[config.mk]
export PLATFORM = sky130hd
export DESIGN_NAME = fetch_predict
export DESIGN_NICKNAME = d
export VERILOG_FILES = /design/src/rtl/rv_pkg.sv /design/src/rtl/branch_history_table.sv /design/src/rtl/fetch_predict.sv
export SDC_FILE = /design/constraint.sdc
export NUM_CORES = 1
export LEC_CHECK = 0
export ABC_CLOCK_PERIOD_IN_PS = 3170
export CAP_MARGIN = 20
export CORE_MARGIN = 8
export CORE_UTILIZATION = 43
export DETAILED_ROUTE_END_ITERATION = 10
export PLACE_DENSITY = 0.73
export SYNTH_ARGS = -nofsm -noshare
export SYNTH_HDL_FRONTEND = slang
export SYNTH_SLANG_ARGS = --single-unit
[constraint.sdc]
create_clock -name clk -period 3.17 [get_ports clk]
set_input_delay 0.634 -clock clk [delete_from_list [all_inputs] [get_ports clk]]
set_output_delay 0.634 -clock clk [all_outputs]
set_load 0.02 [all_outputs]
[src/rtl/rv_pkg.sv]
// Shared RISC-V fetch constants: opcodes, the NOP word and the 2-bit BHT counter encodings.
package rv_pkg;
  localparam logic [6:0]  OPC_BRANCH = 7'b1100011;
  localparam logic [6:0]  OPC_JAL    = 7'b1101111;
  localparam logic [31:0] NOP_INSTR  = 32'h0000_0013;

  typedef enum logic [1:0] {
    SNT = 2'b00,
    WNT = 2'b01,
    WT  = 2'b10,
    ST  = 2'b11
  } bht_cnt_e;
endpackage

[src/rtl/branch_history_table.sv]
// BHT_ENTRIES x 2-bit saturating counters: one combinational read port, one synchronous update port.
module branch_history_table
  import rv_pkg::*;
#(
  parameter int ENTRIES = 64,
  localparam int IW     = $clog2(ENTRIES)
) (
  input  logic          clk,
  input  logic          rst_n,
  input  logic [IW-1:0] i_rd_idx,
  output logic [1:0]    o_rd_cnt,
  input  logic          i_upd_valid,
  input  logic [IW-1:0] i_upd_idx,
  input  logic          i_upd_taken
);
  bht_cnt_e r_cnt [ENTRIES];

  // Read returns the pre-update value when read and update hit the same entry.
  assign o_rd_cnt = r_cnt[i_rd_idx];

  always_ff @(posedge clk or negedge rst_n) begin
    if (!rst_n) begin
      for (int i = 0; i < ENTRIES; i++) r_cnt[i] <= WNT;
    end else if (i_upd_valid) begin
      if (i_upd_taken && r_cnt[i_upd_idx] != ST)
        r_cnt[i_upd_idx] <= bht_cnt_e'(r_cnt[i_upd_idx] + 2'd1);
      else if (!i_upd_taken && r_cnt[i_upd_idx] != SNT)
        r_cnt[i_upd_idx] <= bht_cnt_e'(r_cnt[i_upd_idx] - 2'd1);
    end
  end
endmodule

[src/rtl/fetch_predict.sv]
// Fetch stage: registered PC, 1-cycle fetch output register, BHT/JAL next-PC prediction
// and execute-driven redirect and BHT training.
module fetch_predict
  import rv_pkg::*;
#(
  parameter int          BHT_ENTRIES = 64,
  parameter logic [31:0] RESET_PC    = 32'h0000_0000
) (
  input  logic        clk,
  input  logic        rst_n,
  input  logic        stall,
  output logic [31:0] imem_addr,
  input  logic [31:0] imem_rdata,
  input  logic        imem_ready,
  input  logic        mispredict,
  input  logic [31:0] new_pc,
  input  logic        update_valid,
  input  logic [31:0] update_pc,
  input  logic        update_taken,
  output logic [31:0] instr,
  output logic [31:0] pc,
  output logic [31:0] immediate_value,
  output logic        condition_branch,
  output logic        taken,
  output logic        valid
);
  localparam int IW = $clog2(BHT_ENTRIES);

  logic [31:0] r_pc, r_instr, r_pc_out, r_imm;
  logic        r_cb, r_taken, r_valid;

  logic [6:0]  w_opc;
  logic        w_is_br, w_is_jal, w_taken;
  logic [31:0] w_imm_b, w_imm_j, w_imm, w_next_pc;
  logic [1:0]  w_bht_cnt;
  logic        w_unused;

  branch_history_table #(.ENTRIES(BHT_ENTRIES)) u_bht (
    .clk         (clk),
    .rst_n       (rst_n),
    .i_rd_idx    (r_pc[IW+1:2]),
    .o_rd_cnt    (w_bht_cnt),
    .i_upd_valid (update_valid),
    .i_upd_idx   (update_pc[IW+1:2]),
    .i_upd_taken (update_taken)
  );

  assign w_unused = ^{update_pc[31:IW+2], update_pc[1:0]};

  assign w_opc    = imem_rdata[6:0];
  assign w_is_br  = (w_opc == OPC_BRANCH);
  assign w_is_jal = (w_opc == OPC_JAL);
  assign w_imm_b  = {{19{imem_rdata[31]}}, imem_rdata[31], imem_rdata[7],
                     imem_rdata[30:25], imem_rdata[11:8], 1'b0};
  assign w_imm_j  = {{11{imem_rdata[31]}}, imem_rdata[31], imem_rdata[19:12],
                     imem_rdata[20], imem_rdata[30:21], 1'b0};

  always_comb begin
    w_imm     = '0;
    w_taken   = 1'b0;
    w_next_pc = r_pc + 32'd4;
    if (w_is_br) begin
      w_imm   = w_imm_b;
      w_taken = w_bht_cnt[1];
      if (w_taken) w_next_pc = r_pc + w_imm_b;
    end else if (w_is_jal) begin
      w_imm     = w_imm_j;
      w_taken   = 1'b1;
      w_next_pc = r_pc + w_imm_j;
    end
  end

  // Redirect beats stall and imem_ready; the wrong-path word is simply not captured.
  always_ff @(posedge clk or negedge rst_n) begin
    if (!rst_n) begin
      r_pc     <= RESET_PC;
      r_instr  <= NOP_INSTR;
      r_pc_out <= '0;
      r_imm    <= '0;
      r_cb     <= 1'b0;
      r_taken  <= 1'b0;
      r_valid  <= 1'b0;
    end else if (mispredict) begin
      r_pc    <= new_pc;
      r_valid <= 1'b0;
    end else if (!stall) begin
      if (imem_ready) begin
        r_pc     <= w_next_pc;
        r_instr  <= imem_rdata;
        r_pc_out <= r_pc;
        r_imm    <= w_imm;
        r_cb     <= w_is_br;
        r_taken  <= w_taken;
        r_valid  <= 1'b1;
      end else begin
        r_valid <= 1'b0;
      end
    end
  end

  assign imem_addr        = r_pc;
  assign instr            = r_instr;
  assign pc               = r_pc_out;
  assign immediate_value  = r_imm;
  assign condition_branch = r_cb;
  assign taken            = r_taken;
  assign valid            = r_valid;
endmodule
## After elaboration in Yosys (flattened, before gate mapping)

Cells that the tools add are included.

- $add $sub $neg: 5
- Order comparisons: 3
- Equality and inequality tests: 4
- Muxes and demuxes: 25
- Bitwise logic cells: 4
- Reduce and logical (&&, ||, !) cells: 10

Operators by type and width:

| kind | count |
|---|---|
| $bwmux W128 | 2 |
| $mux W128 | 2 |
| $mux W32 | 8 |
| $add A32 B32 Y32 | 2 |
| $add A32 B3 Y32 const B | 1 |
| $bmux W2 S6 | 2 |
| $eq A7 B7 Y1 const B | 2 |
| $ge A7 B7 Y1 const B | 2 |
| $not A6 Y7 | 2 |
| $demux W2 S6 | 1 |
| $mux W2 | 5 |
| $lt A7 B1 Y1 const B | 1 |
| $reduce_bool A2 Y1 | 3 |
| $mux W1 | 5 |
| $reduce_and A2 Y1 | 2 |
| $logic_and A1 B1 Y1 | 3 |
| $reduce_and A3 Y1 | 1 |
| $add A2 B1 Y2 const B | 1 |
| $ne A2 B1 Y1 const B | 1 |
| $ne A2 B2 Y1 const B | 1 |
| $not A1 Y1 | 2 |
| $sub A2 B1 Y2 const B | 1 |
| $logic_not A1 Y1 | 1 |

- Flip-flop bits (word level): 259
- Input bits: 103

## Depth between registers and ports, before layout

Gate-level depths: netlist of the first run.

- Word-level depth: 9
- Mapped depth: 18
- Mapped depth without buffers: 14

## Modules after synthesis

From an unflattened synthesis of the first run, not the netlist that was laid out.

- Cell total of the unflattened synthesis: 1737
- Area total of the unflattened synthesis: 16632.2 um^2

Modules (own cells, without submodules):

| module | times used | cells an instance | area each (um^2) |
|---|---|---|---|
| fetch_predict | 1 | 1160 | 9057.4 |
| branch_history_table | 1 | 577 | 7574.8 |

## Worst setup path after synthesis of the first run

OpenSTA, ideal clock, no wires.

- Kind: input-to-reg
- Start point: input port update_pc[4]
- End point: register u_bht.r_cnt[111] (netlist bit)
- Library setup time: 0.125 ns
- Arrival time: 4.232 ns
- Data required time: 3.045 ns
- Path slack: -1.186 ns
- Cell stages on the path: 17
- Buffers on the path: 5
- Cell sequence: clkbuf_1 -> and3b_1 -> clkbuf_1 -> clkbuf_1 -> a22oi_1 -> nand4_1 -> a22o_1 -> nor4_1 -> inv_1 -> clkbuf_1 -> clkbuf_1 -> ha_1 -> nor2b_1 -> o21ai_1 -> nor4_1 -> nand2_1 -> mux2_2

- Word-level cells in the longest chain between the ends: 8
- Elaborated cells between the ends (all ways): 21
- Classes of those cells: add/sub: 2; order compare: 2; eq/ne: 1; mux: 9; bitwise: 1; reduce/logical: 6

RTL lines:

| item | line | RTL |
|---|---|---|
| start, declared | fetch_predict.sv:18 | `input logic [31:0] update_pc,` |
| $not A6 Y7 (not written as such) * | n/a |  |
| $bmux W2 S6, or another cell as far along | n/a |  |
| $mux W2 (not written as such) or $logic_and A1 B1 Y1 (tied branches) | n/a |  |
| $mux W2, on equally long branches | n/a |  |
| $sub A2 B1 Y2, or another cell as far along | branch_history_table.sv:28 | `r_cnt[i_upd_idx] <= bht_cnt_e'(r_cnt[i_upd_idx] - 2'd1);` |
| $bwmux W128, or another cell as far along | branch_history_table.sv:28 |  |
| $mux W128 or $reduce_bool A2 Y1 (tied branches) | n/a |  |
| $mux W128 or $reduce_and A2 Y1 (tied branches) | n/a |  |
| end signal, assigned by index | branch_history_table.sv:26 | `r_cnt[i_upd_idx] <= bht_cnt_e'(r_cnt[i_upd_idx] + 2'd1);` |
| end signal, assigned by index | branch_history_table.sv:28 |  |
| end, declared | branch_history_table.sv:16 | `bht_cnt_e r_cnt [ENTRIES];` |

Every way passes the cells marked *; elsewhere a longest branch is shown, timed or not. The select of a mux whose other input is x is not followed.
A chain may end at the register's enable or synchronous reset.

## Final worst setup path of the first run

- Start point: input port update_pc[4]
- End point: register u_bht.r_cnt[117] (netlist bit)

Same word-level chain as after synthesis.

==> results.cfg, run 1 <==
[status]
outcome = finished, violations left
violations = setup timing

[timing]
setup_violations = 131
timing.final.crit_share_pct = 113
worst_slew_pin_slew_ns = 0.840
skew_ns = 0.0279
rsz0062_at_grt = yes
fin_setup_tns_ns = -34.52
worst_hold_slack_ns = 0.0522
fin_ws_ns = -0.397
fin_crit_ns = 3.57
slew_headroom_pct = 44.0
drv_slew = 0
fmax_mhz = 280
hold_viol = 0

[route]
wl_per_cell_um = 23.8
drt-initial-drc-count = 1787
routed_wl_um = 65900
viasPerCell = 6.09
ant_nets = 0
first_pass_iters = 7
vias = 16900
drc = 0

[synth]
syn_avg_cell_area_um2 = 8.75
synthesis.area_mm2 = 0.0153
synth-edff-count = 0
syn-instance-count = 1749
synth_commonest_cells = nand2_1 (421), dfrtp_1 (180), o21ai_0 (168)
synth-main-ff-cell = dfrtp_1
ys_ff_latch = 247
ys_seq_area_share_pct = 40.9
synth_top_cell_by_area = dfrtp_1
ys_warn_count = 0
async_flop_share_pct = 100
synth_top_area_share_pct = 29.4
syn_nets = 1900
synth.distinct_cells = 75
yosysMostFrequentCell = nand2_1
yosys-top-cells-area = dfrtp_1 (29%), dfstp_2 (11%), nand2_1 (10%), o21ai_0 (5.5%), mux2_2 (4.9%)

[setup_path]
crit_top_cell = buf_6
r2r_cells = 11
cp_data_required_time_ns = 3.62
worst-path-buf-inv = 6
worstSetupPathType = in -> reg
path_cells = buf_2 -> and3b_2 -> buf_6 -> a22oi_1 -> nand4_1 -> a22o_1 -> nor4_4 -> buf_4 -> inv_4 -> ha_4 -> nor2b_4 -> o21ai_4 -> buf_12 -> nor3_4 -> buf_6 -> nand2_4 -> mux2_2
setup.worst_path.start = update_pc[4]
cp_max_fo = 8
r2r-start = imem_addr[2]
r2r_end = imem_addr[30]
startpoint_type = input pin
path_delay_family = simple AND/OR/NAND/NOR gates
regToRegSetupSlack_ns = -0.12
cp-end-kind = flip-flop
cp_slowest_stage_delay_ns = 0.39
crit_arrival_ns = 4.02
cp_slowest_cell = nor4_4

[grt]
antenna_found_initial = 1
grt_pass1_wl_um = 94400
first_global_vias = 16200
track_usage_pct = 28.4
grt_max_degree = 79
grt_overflow_total = 0

[min_path]
hp-class = in -> async

[clock_tree]
clk_latency_ns = 0.57
htreeDepth = 1
cts_tree = yes
clock-root-buffer = clkbuf_16
ctsHoldBuffers = 0
cts_num_sinks = 247
cts_buffers = 28
path_clk_slew_ns = 0.07
clockBufferDepth = 3

[die]
pin_count = 234
initial_core_util_pct = 43.4
die_height_um = 205
die_x_um = 205
core_mm2 = 0.0353
rows = 69
die_area_mm2 = 0.0419

[finish]
nets = 2437
diodes = 0
stdcell_area_mm2 = 0.0240
drive_gt1_share_pct = 38.7
final_core_util_pct = 68.0
area_growth_pct = 56.8

[placed_design]
numPortBuffers = 206
dp_slack_ns = -1.10
dp_hpwl_um = 44300
place.gp.congestion = 0.993
dpl_cell_area_mm2 = 0.0206

[run]
max_cap_viol_count = 0

[power]
power.leakage_nw = 11.1
power_density_mw_per_mm2 = 487
irDropWorstVdd_v = 0.000487
==> repair_timing <==
item | 4_1_cts | 5_1_grt
pin swaps | 65 | 74
endpoints found under the setup margin | 147 | 139
resized for setup | 158 | 368
cloned | 8 | 0
buffers inserted | 21 | 22
==> layout by cell type (no fill, tap or decap), drive strengths merged, types with 16 or more instances in the layout <==
cell type,n
nand2,421
buf,421
clkdlybuf4s50,187
dfrtp,180
o21ai,169
a21oi,84
nor2,83
a22oi,68
dfstp,67
mux2,66
ha,46
xnor2,43
clkbuf,39
nor3,31
nand4,29
inv,29
xor2,25
nand3,23
a211oi,23
and3,17
a21o,16
mux4,16
==> cells by family (layout without fill, tap and decap cells) <==
kind of cell	Yosys count	after routing	share of synthesized area [%]
AOI/OAI and AO/OA	481	481	20.2
xor gates and xnor gates	68	68	3.89
adders and majority gates	48	48	4.02
buffers and inverters	146	704	4.04
DFF	247	247	40.9
muxes	95	95	8.06
other	1	1	0.0245
and+or+nand+nor	663	664	18.9
==> through the flow <==
stage / instances / total power, mW
final: 2769 / 11.7
after global routing: 2769 / 12.1
after CTS: 2750 / 11.3
after detailed placement: 2670 / 7.71
after global placement: 2669 / 7.64
after floorplan: 1749 / 5.87
==> power breakdown <==
group	internal (mW)	switching, mW
clock network	1.91	1.40
logic	1.99	2.35
registers	3.66	0.390
total	7.56	4.14
==> worst max-delay path by stage <==
stage / to / slack [ns] / cells after the start
after detailed placement: u_bht.r_cnt[111] / -1.10 / 17
after global placement: u_bht.r_cnt[111] / -1.12 / 14
final: u_bht.r_cnt[117] / -0.40 / 17
after CTS: imem_addr[30] / -0.05 / 11
after global routing: u_bht.r_cnt[117] / -0.54 / 17
after floorplan: u_bht.r_cnt[111] / -0.56 / 17
==> layer usage <==
layer	wire length (µm)	vias to the layer above	track usage (%)	part of all wire [%]
li1	-	7360	-	-
met3	6080	258	4.78	9.2
met1	25700	8235	37.4	39
met5	13	-	0	0.020
met4	3210	2	12.2	4.9
met2	30900	1003	45.6	47
==> layout make-up <==
type	instances	area, µm²
flip-flops and latches	247	6270
inverters	29	116
clock inverters	14	144
repair buffers	623	5850
clock buffers	38	788
fillers	2603	11300
well taps	461	577
multi-input cells	1357	10300
==> worst register-to-register path: stages, from the launching register on <==
cell and delay (ns):
dfrtp_4 0.56, buf_12 0.19, mux4_2 0.58, mux2i_4 0.21, a211oi_2 0.12, nor3_2 0.29
nor3_4 0.09, buf_6 0.15, a211oi_4 0.24, a2111oi_2 0.08, or4_1 0.56, a21oi_2 0.14
No activity file was read; power rests on OpenSTA's default activity.
==> inputs of run 2 (changes only) <==
Settings changed: CORE_UTILIZATION 43 to 50, PLACE_DENSITY 0.73 to 0.83.
==> results.cfg, run 2 (same netlist as run 1, synthesis figures left out) <==
[timing]
fin_crit_ns = 3.28
skew_ns = 0.0267
fin_setup_tns_ns = -1.17
drv_slew = 0
timing.final.crit_share_pct = 104
setup_violations = 29
worst_slew_pin_slew_ns = 0.856
fin_ws_ns = -0.112
slew_headroom_pct = 42.7
hold_viol = 0
fmax_mhz = 305
rsz0062_at_grt = yes

[die]
rows = 64
initial_core_util_pct = 50.4
pin_count = 234
die_x_um = 191
core_mm2 = 0.0303
die_area_mm2 = 0.0365
die_height_um = 191

[route]
wl_per_cell_um = 23.4
drc = 0
first_pass_iters = 8
viasPerCell = 6.21
vias = 16800
drt-initial-drc-count = 1950
routed_wl_um = 63300
ant_nets = 0

[setup_path]
cp_max_fo = 8
crit_arrival_ns = 3.73
startpoint_type = input pin
worstSetupPathType = in -> reg
cp_data_required_time_ns = 3.62
cp-end-kind = flip-flop

[finish]
area_growth_pct = 48.1
multi_input_area_mm2 = 0.00931
nets = 2439
drive_gt1_share_pct = 33.2
diodes = 0
stdcell_area_mm2 = 0.0227
fin_cells = 2706
final_common_cell = nand2_1
layout.area.seq_mm2 = 0.00627
most-common-layout-cells = nand2_1 (402), buf_4 (371), clkdlybuf4s50_1 (188)
filler_cell_count = 2082

[placed_design]
dp.cells = 2618
numPortBuffers = 206
dpl_cell_area_mm2 = 0.0206
place.gp.congestion = 1.04
dp_hpwl_um = 45100

[grt]
antenna_found_initial = 2
track_usage_pct = 32.7
grt_max_degree = 87
first_global_vias = 16700
grt_pass1_wl_um = 94900
grt_overflow_total = 0

[clock_tree]
cts_tree = yes
cts_num_sinks = 247
htreeDepth = 1
clock-root-buffer = clkbuf_16
path_clk_slew_ns = 0.06
clk_latency_ns = 0.59
cts_buffers = 28
clockBufferDepth = 3

[status]
violations = setup timing
outcome = finished, violations left

[power]
power.leakage_nw = 10.1
power_density_mw_per_mm2 = 505
irDropWorstVdd_v = 0.000488
totalPowerFinal_mw = 11.5

[run]
max_cap_viol_count = 0

[min_path]
hp-class = in -> async
## run 2: cell types whose count changed in the layout (fill, tap and decap cells not counted), sizes merged
| cell | delta |
|---|---|
| clkbuf | +3 |
| clkdlybuf4s50 | +1 |
| dlymetal6s2s | -7 |
| clkinv | -2 |
| buf | +2 |
| dlygate4sd2 | +6 |
| clkinvlp | -1 |
## run 2: final cells by class
type,instances,share of cell area [%]
clock buffer,41,3.52
inverter,29,0.485
clock inverter,11,0.645
sequential,247,27.6
timing repair buffer,625,24.5
multi-input combinational,1357,41.1
tap,396,2.18
## run 2: routing by layer
metal,wire [µm],up-vias,part of all wire [%],track usage (%)
met5,0,-,0,0
li1,-,7348,-,-
met2,29100,1078,46,53.0
met1,24200,8112,38,42.3
met3,6740,257,11,6.40
met4,3210,0,5.1,13.8
## run 2: critical path: stages
cell and delay, ns:
buf_8 0.11, buf_12 0.14, nor3_2 0.39, buf_4 0.26, a22oi_1 0.10, nand4_1 0.10, a22o_1 0.31, nor4_4 0.07
buf_4 0.14, ha_2 0.17, nor2_2 0.16, o21ai_4 0.09, buf_12 0.15, buf_6 0.11, nor3_4 0.23, buf_6 0.19
nand2_4 0.06, mux2_4 0.30
## run 2: repair_timing
item / in CTS / in global routing
gates cloned: 1 / 2
gates resized for setup: 98 / 132
setup endpoints to repair: 151 / 108
pin swaps: 22 / 42
hold buffers: 0 / 0
buffers inserted: 19 / 17
## run 2: report_power, final
group	total, mW	internal (mW)	switching [mW]
Sequential	4.04	3.66	0.380
Clock	3.33	1.93	1.41
Combinational	4.09	1.86	2.22
## run 2: final timing paths
kind | start | to | slack, ns | depth (start not counted)
hold / removal | rst_n | pc[30] | 0.03 | 1
setup reg to reg | imem_addr[2] | imem_addr[30] | -0.02 | 10
setup / recovery | update_pc[2] | u_bht.r_cnt[67] | -0.11 | 18
min in group clk | imem_rdata[25] | instr[25] | 0.40 | 3
hold reg to reg | instr[1] | instr[1] | 0.47 | 2
max in group asynchronous | rst_n | asynchronous set/reset pin | 2.33 | 2
## run 2: per-stage QoR
stage                     worst slack [ns]  utilization, %  hold slack [ns]
after floorplan                     -0.565               -            0.338
after global placement              -0.989            67.8            0.447
after detailed placement             -1.08            67.8            0.460
after CTS                         -0.00678            72.4           0.0302
after global routing                -0.164            74.7           0.0433
final                               -0.112            74.7           0.0287
==> inputs of run 3 (changes only) <==
Settings changed: CAP_MARGIN 20 to 0, CTS_CLUSTER_SIZE set to 20.
==> results of run 3 <==
The final DEF is identical to that of run 2; final timing and power are the same.
